[src/rtl/chan_scan_mux.sv]
`timescale 1ns/1ps
// chan_scan_mux
// Registered N-channel data selector with a one-entry valid/ready output
// register and a timed round-robin scan over an enable mask. Every output
// word is tagged with the channel it came from.
//
// Ports:
//   clk, rst     rising-edge clock, asynchronous active-high reset
//   data_in      CHANNELS*WIDTH packed channel data, channel k at [k*WIDTH +: WIDTH]
//   in_valid     per-channel data valid
//   mode         0 = manual select via set, 1 = auto scan over chan_en
//   set          manual channel select (out-of-range values select channel 0)
//   chan_en      scan enable mask (ignored in manual mode)
//   dwell        cycles spent on each scanned channel (0 behaves as 1)
//   out_ready    downstream accept
//   data_out     registered selected data
//   out_valid    data_out holds a word not yet accepted
//   out_chan     source channel of data_out
//   scan_wrap    one-cycle pulse after a scan advance to a lower-or-equal index
//
// Handshake: a word transfers on any rising edge where out_valid and
// out_ready are both high. A new word may load on that same edge, so
// back-to-back transfers run at one word per cycle. While out_valid is high
// and out_ready is low the output register is frozen; samples that arrive
// during the stall are dropped rather than queued.
module chan_scan_mux #(
  parameter int WIDTH    = 12,
  parameter int CHANNELS = 5,
  parameter int SEL_W    = 3,
  parameter int DWELL_W  = 16
) (
  input  logic                      clk,
  input  logic                      rst,
  input  logic [CHANNELS*WIDTH-1:0] data_in,
  input  logic [CHANNELS-1:0]       in_valid,
  input  logic                      mode,
  input  logic [SEL_W-1:0]          set,
  input  logic [CHANNELS-1:0]       chan_en,
  input  logic [DWELL_W-1:0]        dwell,
  input  logic                      out_ready,
  output logic [WIDTH-1:0]          data_out,
  output logic                      out_valid,
  output logic [SEL_W-1:0]          out_chan,
  output logic                      scan_wrap
);

  logic [SEL_W-1:0]   cur_chan_q, cur_chan_d;
  logic [DWELL_W-1:0] dwell_cnt_q, dwell_cnt_d;
  logic [WIDTH-1:0]   data_out_q, data_out_d;
  logic [SEL_W-1:0]   out_chan_q, out_chan_d;
  logic               out_valid_q, out_valid_d;
  logic               scan_wrap_q, scan_wrap_d;

  logic [SEL_W-1:0]   next_en;
  logic [DWELL_W-1:0] dwell_tgt;
  logic [WIDTH-1:0]   sel_data;
  logic               eligible;
  logic               load;

  // First enabled channel searching cyclically from cur_chan+1. The loop runs
  // from the farthest offset down to the nearest so the nearest hit wins;
  // offset CHANNELS lands back on cur_chan itself, which covers the case of a
  // single enabled channel.
  always_comb begin
    next_en = cur_chan_q;
    for (int i = CHANNELS; i >= 1; i--) begin
      int idx;
      idx = int'(cur_chan_q) + i;
      if (idx >= CHANNELS) idx = idx - CHANNELS;
      if (chan_en[idx]) next_en = SEL_W'(idx);
    end
  end

  // dwell = 0 and dwell = 1 both compare against 0, i.e. advance every cycle.
  assign dwell_tgt = (dwell == '0) ? '0 : dwell - DWELL_W'(1);

  assign sel_data = data_in[int'(cur_chan_q)*WIDTH +: WIDTH];
  assign eligible = !mode || chan_en[cur_chan_q];
  assign load     = (!out_valid_q || out_ready) && in_valid[cur_chan_q] && eligible;

  // Channel selection and scan timing
  always_comb begin
    cur_chan_d  = cur_chan_q;
    dwell_cnt_d = dwell_cnt_q;
    scan_wrap_d = 1'b0;
    if (!mode) begin
      cur_chan_d  = (int'(set) >= CHANNELS) ? '0 : set;
      dwell_cnt_d = '0;
    end else if (chan_en != '0) begin
      // A dwell change below the running count is not caught early: the
      // counter runs on through overflow and matches on the way round.
      if (dwell_cnt_q == dwell_tgt) begin
        dwell_cnt_d = '0;
        cur_chan_d  = next_en;
        scan_wrap_d = (next_en <= cur_chan_q);
      end else begin
        dwell_cnt_d = dwell_cnt_q + DWELL_W'(1);
      end
    end
  end

  // One-entry output register
  always_comb begin
    data_out_d  = data_out_q;
    out_chan_d  = out_chan_q;
    out_valid_d = out_valid_q;
    if (load) begin
      data_out_d  = sel_data;
      out_chan_d  = cur_chan_q;
      out_valid_d = 1'b1;
    end else if (out_valid_q && out_ready) begin
      out_valid_d = 1'b0;
    end
  end

  always_ff @(posedge clk or posedge rst) begin
    if (rst) begin
      cur_chan_q  <= '0;
      dwell_cnt_q <= '0;
      data_out_q  <= '0;
      out_chan_q  <= '0;
      out_valid_q <= 1'b0;
      scan_wrap_q <= 1'b0;
    end else begin
      cur_chan_q  <= cur_chan_d;
      dwell_cnt_q <= dwell_cnt_d;
      data_out_q  <= data_out_d;
      out_chan_q  <= out_chan_d;
      out_valid_q <= out_valid_d;
      scan_wrap_q <= scan_wrap_d;
    end
  end

  assign data_out  = data_out_q;
  assign out_valid = out_valid_q;
  assign out_chan  = out_chan_q;
  assign scan_wrap = scan_wrap_q;

endmodule

[config.mk]
export PLATFORM = sky130hd
export DESIGN_NAME = chan_scan_mux
export DESIGN_NICKNAME = d
export VERILOG_FILES = /design/src/rtl/chan_scan_mux.sv
export SDC_FILE = /design/constraint.sdc
export NUM_CORES = 1
export LEC_CHECK = 0
export BUFFER_PORTS_ARGS = -buffer_cell sky130_fd_sc_hd__buf_2
export CAP_MARGIN = 20
export CORE_AREA = 2 2 110 112
export DETAILED_ROUTE_END_ITERATION = 10
export DIE_AREA = 0 0 112 114
export PLACE_DENSITY = 0.62
export SKIP_LAST_GASP = 1
export SLEW_MARGIN = 0
export SYNTH_ARGS = -nofsm -noshare
export SYNTH_HDL_FRONTEND = slang
export SYNTH_SLANG_ARGS = --single-unit
[constraint.sdc]
create_clock -name clk -period 6.6 [get_ports clk]
set_input_delay 0.99 -clock clk [delete_from_list [all_inputs] [get_ports clk]]
set_output_delay 0.99 -clock clk [all_outputs]
set_load 0.1 [all_outputs]
# Yosys cells after proc, flatten, opt, wreduce, memory -nomap -nowiden
# Index checks and enable logic that the tools add are counted.
op_classes:
  add_sub_neg: 12
  mul: 1
  n_lt_le_gt_ge: 13
  eq_ne: 3
  shifts: 1
  muxes: 42
  reduce_logical: 11
ops:
  columns: ["operator", "n"]
  rows:
  - ["$lt A32 B5 Y1 const B", 5]
  - ["$mux W32", 5]
  - ["$mux W16", 4]
  - ["$shiftx A60 B8 Y12", 1]
  - ["$mux W3", 9]
  - ["$sub A4 B3 Y5 const B", 5]
  - ["$bmux W1 S3", 7]
  - ["$ge A4 B3 Y1 const B", 5]
  - ["$mux W1", 17]
  - ["$add A16 B1 Y16 const B", 1]
  - ["$eq A16 B16 Y1", 1]
  - ["$logic_not A16 Y1", 1]
  - ["$sub A16 B1 Y16 const B", 1]
  - ["$add A3 B2 Y4 const B", 2]
  - ["$add A3 B3 Y4 const B", 2]
  - ["$mul A3 B2 Y5 const B", 1]
  - ["$reduce_bool A5 Y1", 1]
  - ["$add A3 B1 Y4 const B", 1]
  - ["$lt A3 B4 Y1 const B", 1]
  - ["$ne A2 B1 Y1 const B", 2]
  - ["$ge A3 B3 Y1 const B", 1]
  - ["$le A3 B3 Y1", 1]
  - ["$logic_and A1 B1 Y1", 3]
  - ["$logic_not A1 Y1", 2]
  - ["other kinds (3)", 4]
word_totals:
  ff_bits: 36
  in_bits: 93
  output_inout_bits: 17
  elab_cells: 89

# Logic depth before layout (Yosys ltp)
logic_depth:
  depth_word: 15
  mapped_depth: 18
  mapped_depth_nobuf: 15

# Worst setup path after synthesis
# OpenSTA, ideal clock, no wires.
synth_timing:
  path_type: "register to register"
  start: "register cur_chan_q[1]"
  end: "register scan_wrap_q (netlist: scan_wrap)"
  setup_time_ps: 88
  arrival_time_ps: 3603
  required_ps: 6512
  path_slack_ps: 2909
  stages_incl_launch_ff: 17
  path_buffers: 2
  period_less_slack_ps: 3691
  cell_sequence: "dfrtp_1 -> clkbuf_1 -> inv_1 -> ha_1 -> clkbuf_1 -> nand2b_1 -> a2bb2oi_1 -> mux2i_1 -> o221a_2 -> nand2_1 -> a311oi_1 -> nand2b_1 -> ha_1 -> a21o_1 -> a21oi_1 -> a31oi_1 -> nor3b_1"
synth_via:
  elab_chain_len: 15
  elab_cells_between_ends: 44
  cone_classes: "10 x add/sub; 6 x order compare; 28 x mux"
synth_lines:
  columns: ["item", "line_no", "text"]
  rows:
  - ["from (decl)", "47", "logic [SEL_W-1:0] cur_chan_q, cur_chan_d;"]
  - ["from (signal assigned)", "125", "cur_chan_q <= cur_chan_d;"]
  - ["$add A3 B3 Y4", "68", "idx = int'(cur_chan_q) + i;"]
  - ["$sub A4 B3 Y5 or $ge A4 B3 Y1 (tied branches)", "69", "if (idx >= CHANNELS) idx = idx - CHANNELS;"]
  - ["$mux W32", "69", null]
  - ["$bmux W1 S3", "70", "if (chan_en[idx]) next_en = SEL_W'(idx);"]
  - ["$mux W1 (not written as such) (2 in series)", "70", null]
  - ["$mux W3 (5 in series)", "70", null]
  - ["$le A3 B3 Y1 *", "95", "scan_wrap_d = (next_en <= cur_chan_q);"]
  - ["$mux W1 *", "92", "if (dwell_cnt_q == dwell_tgt) begin"]
  - ["$mux W1 *", "89", "end else if (chan_en != '0) begin"]
  - ["$mux W1 *", "86", "if (!mode) begin"]
  - ["via scan_wrap_d", "52", "logic scan_wrap_q, scan_wrap_d;"]
  - ["to (signal assigned)", "130", "scan_wrap_q <= scan_wrap_d;"]
  - ["to (decl)", "52", null]
# The timed path passes the listed nets; every way through them passes the cells marked *. The select of a mux whose other input is x is not followed.
# A chain may end at the register's enable or synchronous reset.

# Worst setup path in the final report
layout_timing:
  start: "register cur_chan_q[2]"
  end: "register scan_wrap_q (netlist: scan_wrap)"
# The elaborated chain is that of the path after synthesis.

==> metrics.md <==
| Metric | Value |
|---|---|
| Synth Register Bits | 36 |
| Critical path's slowest cell | dfrtp_1 |
| Area added between synthesis and finish | 19.5% |
| Setup crit end kind | flop |
| Total GRT Usage | 17.2% |
| Worst-Skew Late Latency | 0.28 ns |
| Placed Instances | 702 |
| Synth unique cells | 69 |
| First-pass GRT wire length | 18.5 mm |
| Final setup fails | 0 |
| Sink Count | 36 |
| Antenna Violating Nets Remaining | 0 |
| # resized after CTS | 0 |
| Final slew viol count | 0 |
| Post-Layout Cell Count | 710 |
| Synth warn | 0 |
| Post-synth EDFFs | 0 |
| TNS Setup | 0 ns |
| Gpl congestion | 0.924 |
| Reg clk slew, reported paths | 0.06 ns |
| Slew at the pin with the worst max-slew slack | 0.906 ns |
| Skew final | 0.00769 ns |
| Syn Inst Count | 476 |
| Fin crit period | 4.69 ns |
| Antenna violations before repair | 0 |
| Iteration-0 DRC count of the detailed router | 292 |
| Port Buf Inserts | 109 |
| Ant diodes | 0 |
| Die area | 12800 sq um |
| Vias in the first global route | 3879 |
| Worst path cell trace | clkinv_1 -> ha_1 -> a211oi_1 -> mux2i_1 -> mux2i_1 -> a211oi_1 -> nor2_1 -> nand2_1 -> a311oi_1 -> nand2b_1 -> ha_1 -> a21o_1 -> a21oi_1 -> a31oi_1 -> nor3b_1 |
| DR WL/cell | 15.8 um |
| Clk buf depth | 2 |
| Min Hold Slack | 0.500 ns |
| Total global routing overflow | 0 |
| Req. time, crit path | 6.80 ns |
| Syn Std Cell Area | 3950 sq um |
| CTS Hold Bufs | 0 |
| DRT Wirelength | 11.2 mm |
| Worst min path class | flop to flop |
| RSZ-0062 raised after global routing | false |
| Final period utilization | 71.1% |
| Die W | 112 um |
| Sequential fraction of the synthesis area | 22.8% |
| Critical path type | flop to flop |
| TritonCTS clock tree | built |
| Ys flop type | dfrtp_1 |
| Net count after synthesis | 584 |
| Max-Cap Viols | 0 |
| Leak pwr | 0.00197 uW |
| Initial Util | 33.7% |
| Startpoint types | flop |
| Layout cells sized above 1 | 26.5% |
| Die extent in y | 114 um |
| Cell family with most CP delay | compound AO/OA/AOI/OAI gates |
| Max incr delay on CP | 0.80 ns |
| Row cnt | 40 |
| Dpl hpwl | 8.55 mm |
| Setup bufs post-CTS | 0 |
| Final Hold Viols | 0 |
| Power per cell area | 238 nW/um^2 |
| CP bufs+invs | 1 |
| Root buffer cell | clkbuf_16 |
| I/O pin cnt | 110 |
| Max frequency | 213 MHz |
| Vias | 4047 |
| Vias per cell | 5.70 |
| Detailed-route DRC error count | 0 |
| Worst Path Max Fanout | 21 |
| Cts bufs inserted | 5 |
| VDD IR max | 0.000192 V |
| Largest net degree at the start of global routing | 46 |
| Core Box Area | 11700 sq um |
| Slew headroom | 39.6% |
| Mapped Avg Cell Area | 8.30 sq um |
| TritonRoute pass-1 iters | 4 |
| H-Tree Depth | 2 |
| Crit path DAT | 4.89 ns |
| Status | complete, no violations |
| Post-synth ARST share | 100% |
| Final nets | 670 |
-- through the flow --
stage | power (uW) | util, % | setup WS [ns] | instance area, sq um
finish | 1120 | 40.3 | 1.91 | 4720
global route | 1180 | 40.3 | 1.50 | 4720
CTS | 1130 | 40.3 | 1.92 | 4720
detailed placement | 879 | 39.0 | 1.97 | 4570
global placement | 872 | 39.0 | 2.14 | 4570
floorplan | 753 | - | 2.91 | 3950
-- placed cells by master, fill, tap and decap left out, drive strengths merged, types with 5 or more instances in the layout --
cell,Yosys,routed
buf,7,113
nor2,61,61
dfrtp,36,36
a21oi,27,27
o21ai,22,22
nand2,21,21
xnor2,20,20
nor3,19,19
ha,15,15
inv,14,14
xor2,14,14
mux2i,14,14
mux4,13,13
nand4,13,13
a22oi,13,13
nand2b,10,10
nor4,10,10
nand3,9,9
or3,8,8
nor2b,8,8
a211oi,8,8
clkbuf,27,7
and2,5,5
a21o,5,5
nor3b,5,5
mux2,5,5
o31ai,5,5
-- layer usage --
metal  track usage (%)  up-vias  part of all wire (%)
met5                 0        -                     0
met3              2.50       20                   6.1
li1                  -     1954                     -
met4              5.85        0                   2.4
met1              22.5     1920                    43
met2              29.3      153                    49
-- cell families (layout without fill, tap and decap cells) --
| family | Yosys count | after routing | synth area share, % |
|---|---|---|---|
| AO/OA/AOI/OAI | 119 | 119 | 20.8 |
| adder cells (fa/ha/maj) | 15 | 15 | 4.75 |
| XOR/XNOR | 35 | 35 | 8.11 |
| multiplexers | 32 | 32 | 12.4 |
| AND/OR/NAND/NOR | 189 | 189 | 26.0 |
| buffers and inverters | 50 | 137 | 5.13 |
| flip-flops | 36 | 36 | 22.8 |
-- synth_stat cells, types with 3 or more instances --
| master | count | area (sq um) |
|---|---|---|
| mux2_2 | 5 | 56.3 |
| xor2_1 | 14 | 123 |
| nor2_1 | 60 | 225 |
| nor3b_1 | 5 | 37.5 |
| clkbuf_1 | 27 | 101 |
| a22oi_1 | 13 | 97.6 |
| a21oi_1 | 27 | 135 |
| nand2b_1 | 10 | 62.6 |
| nor3_1 | 19 | 95.1 |
| dfrtp_1 | 36 | 901 |
| ha_1 | 15 | 188 |
| nand3_1 | 9 | 45.0 |
| mux4_2 | 13 | 293 |
| a2bb2oi_1 | 3 | 26.3 |
| a21o_1 | 5 | 37.5 |
| nand4_1 | 13 | 81.3 |
| xnor2_1 | 20 | 175 |
| or4_1 | 4 | 30.0 |
| buf_1 | 4 | 15.0 |
| a211oi_1 | 8 | 60.1 |
| and2_1 | 5 | 31.3 |
| or3_1 | 8 | 50.1 |
| nor2b_1 | 8 | 50.1 |
| a31oi_1 | 4 | 25.0 |
| inv_1 | 14 | 52.6 |
| nand3b_1 | 3 | 22.5 |
| mux2i_1 | 14 | 140 |
| o31ai_1 | 5 | 37.5 |
| nand2_1 | 21 | 78.8 |
| o22ai_1 | 4 | 25.0 |
| o32a_1 | 3 | 30.0 |
| nor4_1 | 7 | 43.8 |
| o21ai_0 | 21 | 105 |
-- final timing paths --
path | from | to | slack, ns | depth (start not counted)
worst max-delay path | cur_chan_q[2] | scan_wrap | 1.91 | 15
worst min register to register | out_chan[0] | out_chan[0] | 0.50 | 1
worst min-delay path | out_chan[0] | out_chan[0] | 0.50 | 1
max in group asynchronous | rst | cur_chan_q[0] | 5.45 | 3
min in group asynchronous | rst | data_out[8] | 0.80 | 3
worst max register to register | cur_chan_q[2] | scan_wrap | 1.91 | 15
-- area by class of cell --
type                       count  area [sq um]
multi-input combinational    390          2850
clock buffer                   7           143
timing repair buffer         113           576
sequential                    36           902
tap                          147           184
inverter                      16          60.1
clock inverter                 1          7.51
fill                        1206          6990
-- state kept, by name, summed over array words and instances (netlist names) --
register and cells:
scan_wrap 1, dwell_cnt_q 16, cur_chan_q 3, data_out 12, out_valid 1, out_chan 3
-- power breakdown --
part | leakage, uW | total [uW] | internal [uW] | switching, uW
clock network | 0.0000701 | 246 | 151 | 95.3
registers | 0.000457 | 280 | 257 | 23.3
logic | 0.00145 | 598 | 163 | 435
total | 0.00197 | 1120 | 570 | 554
No activity file was read; power rests on OpenSTA's default activity.
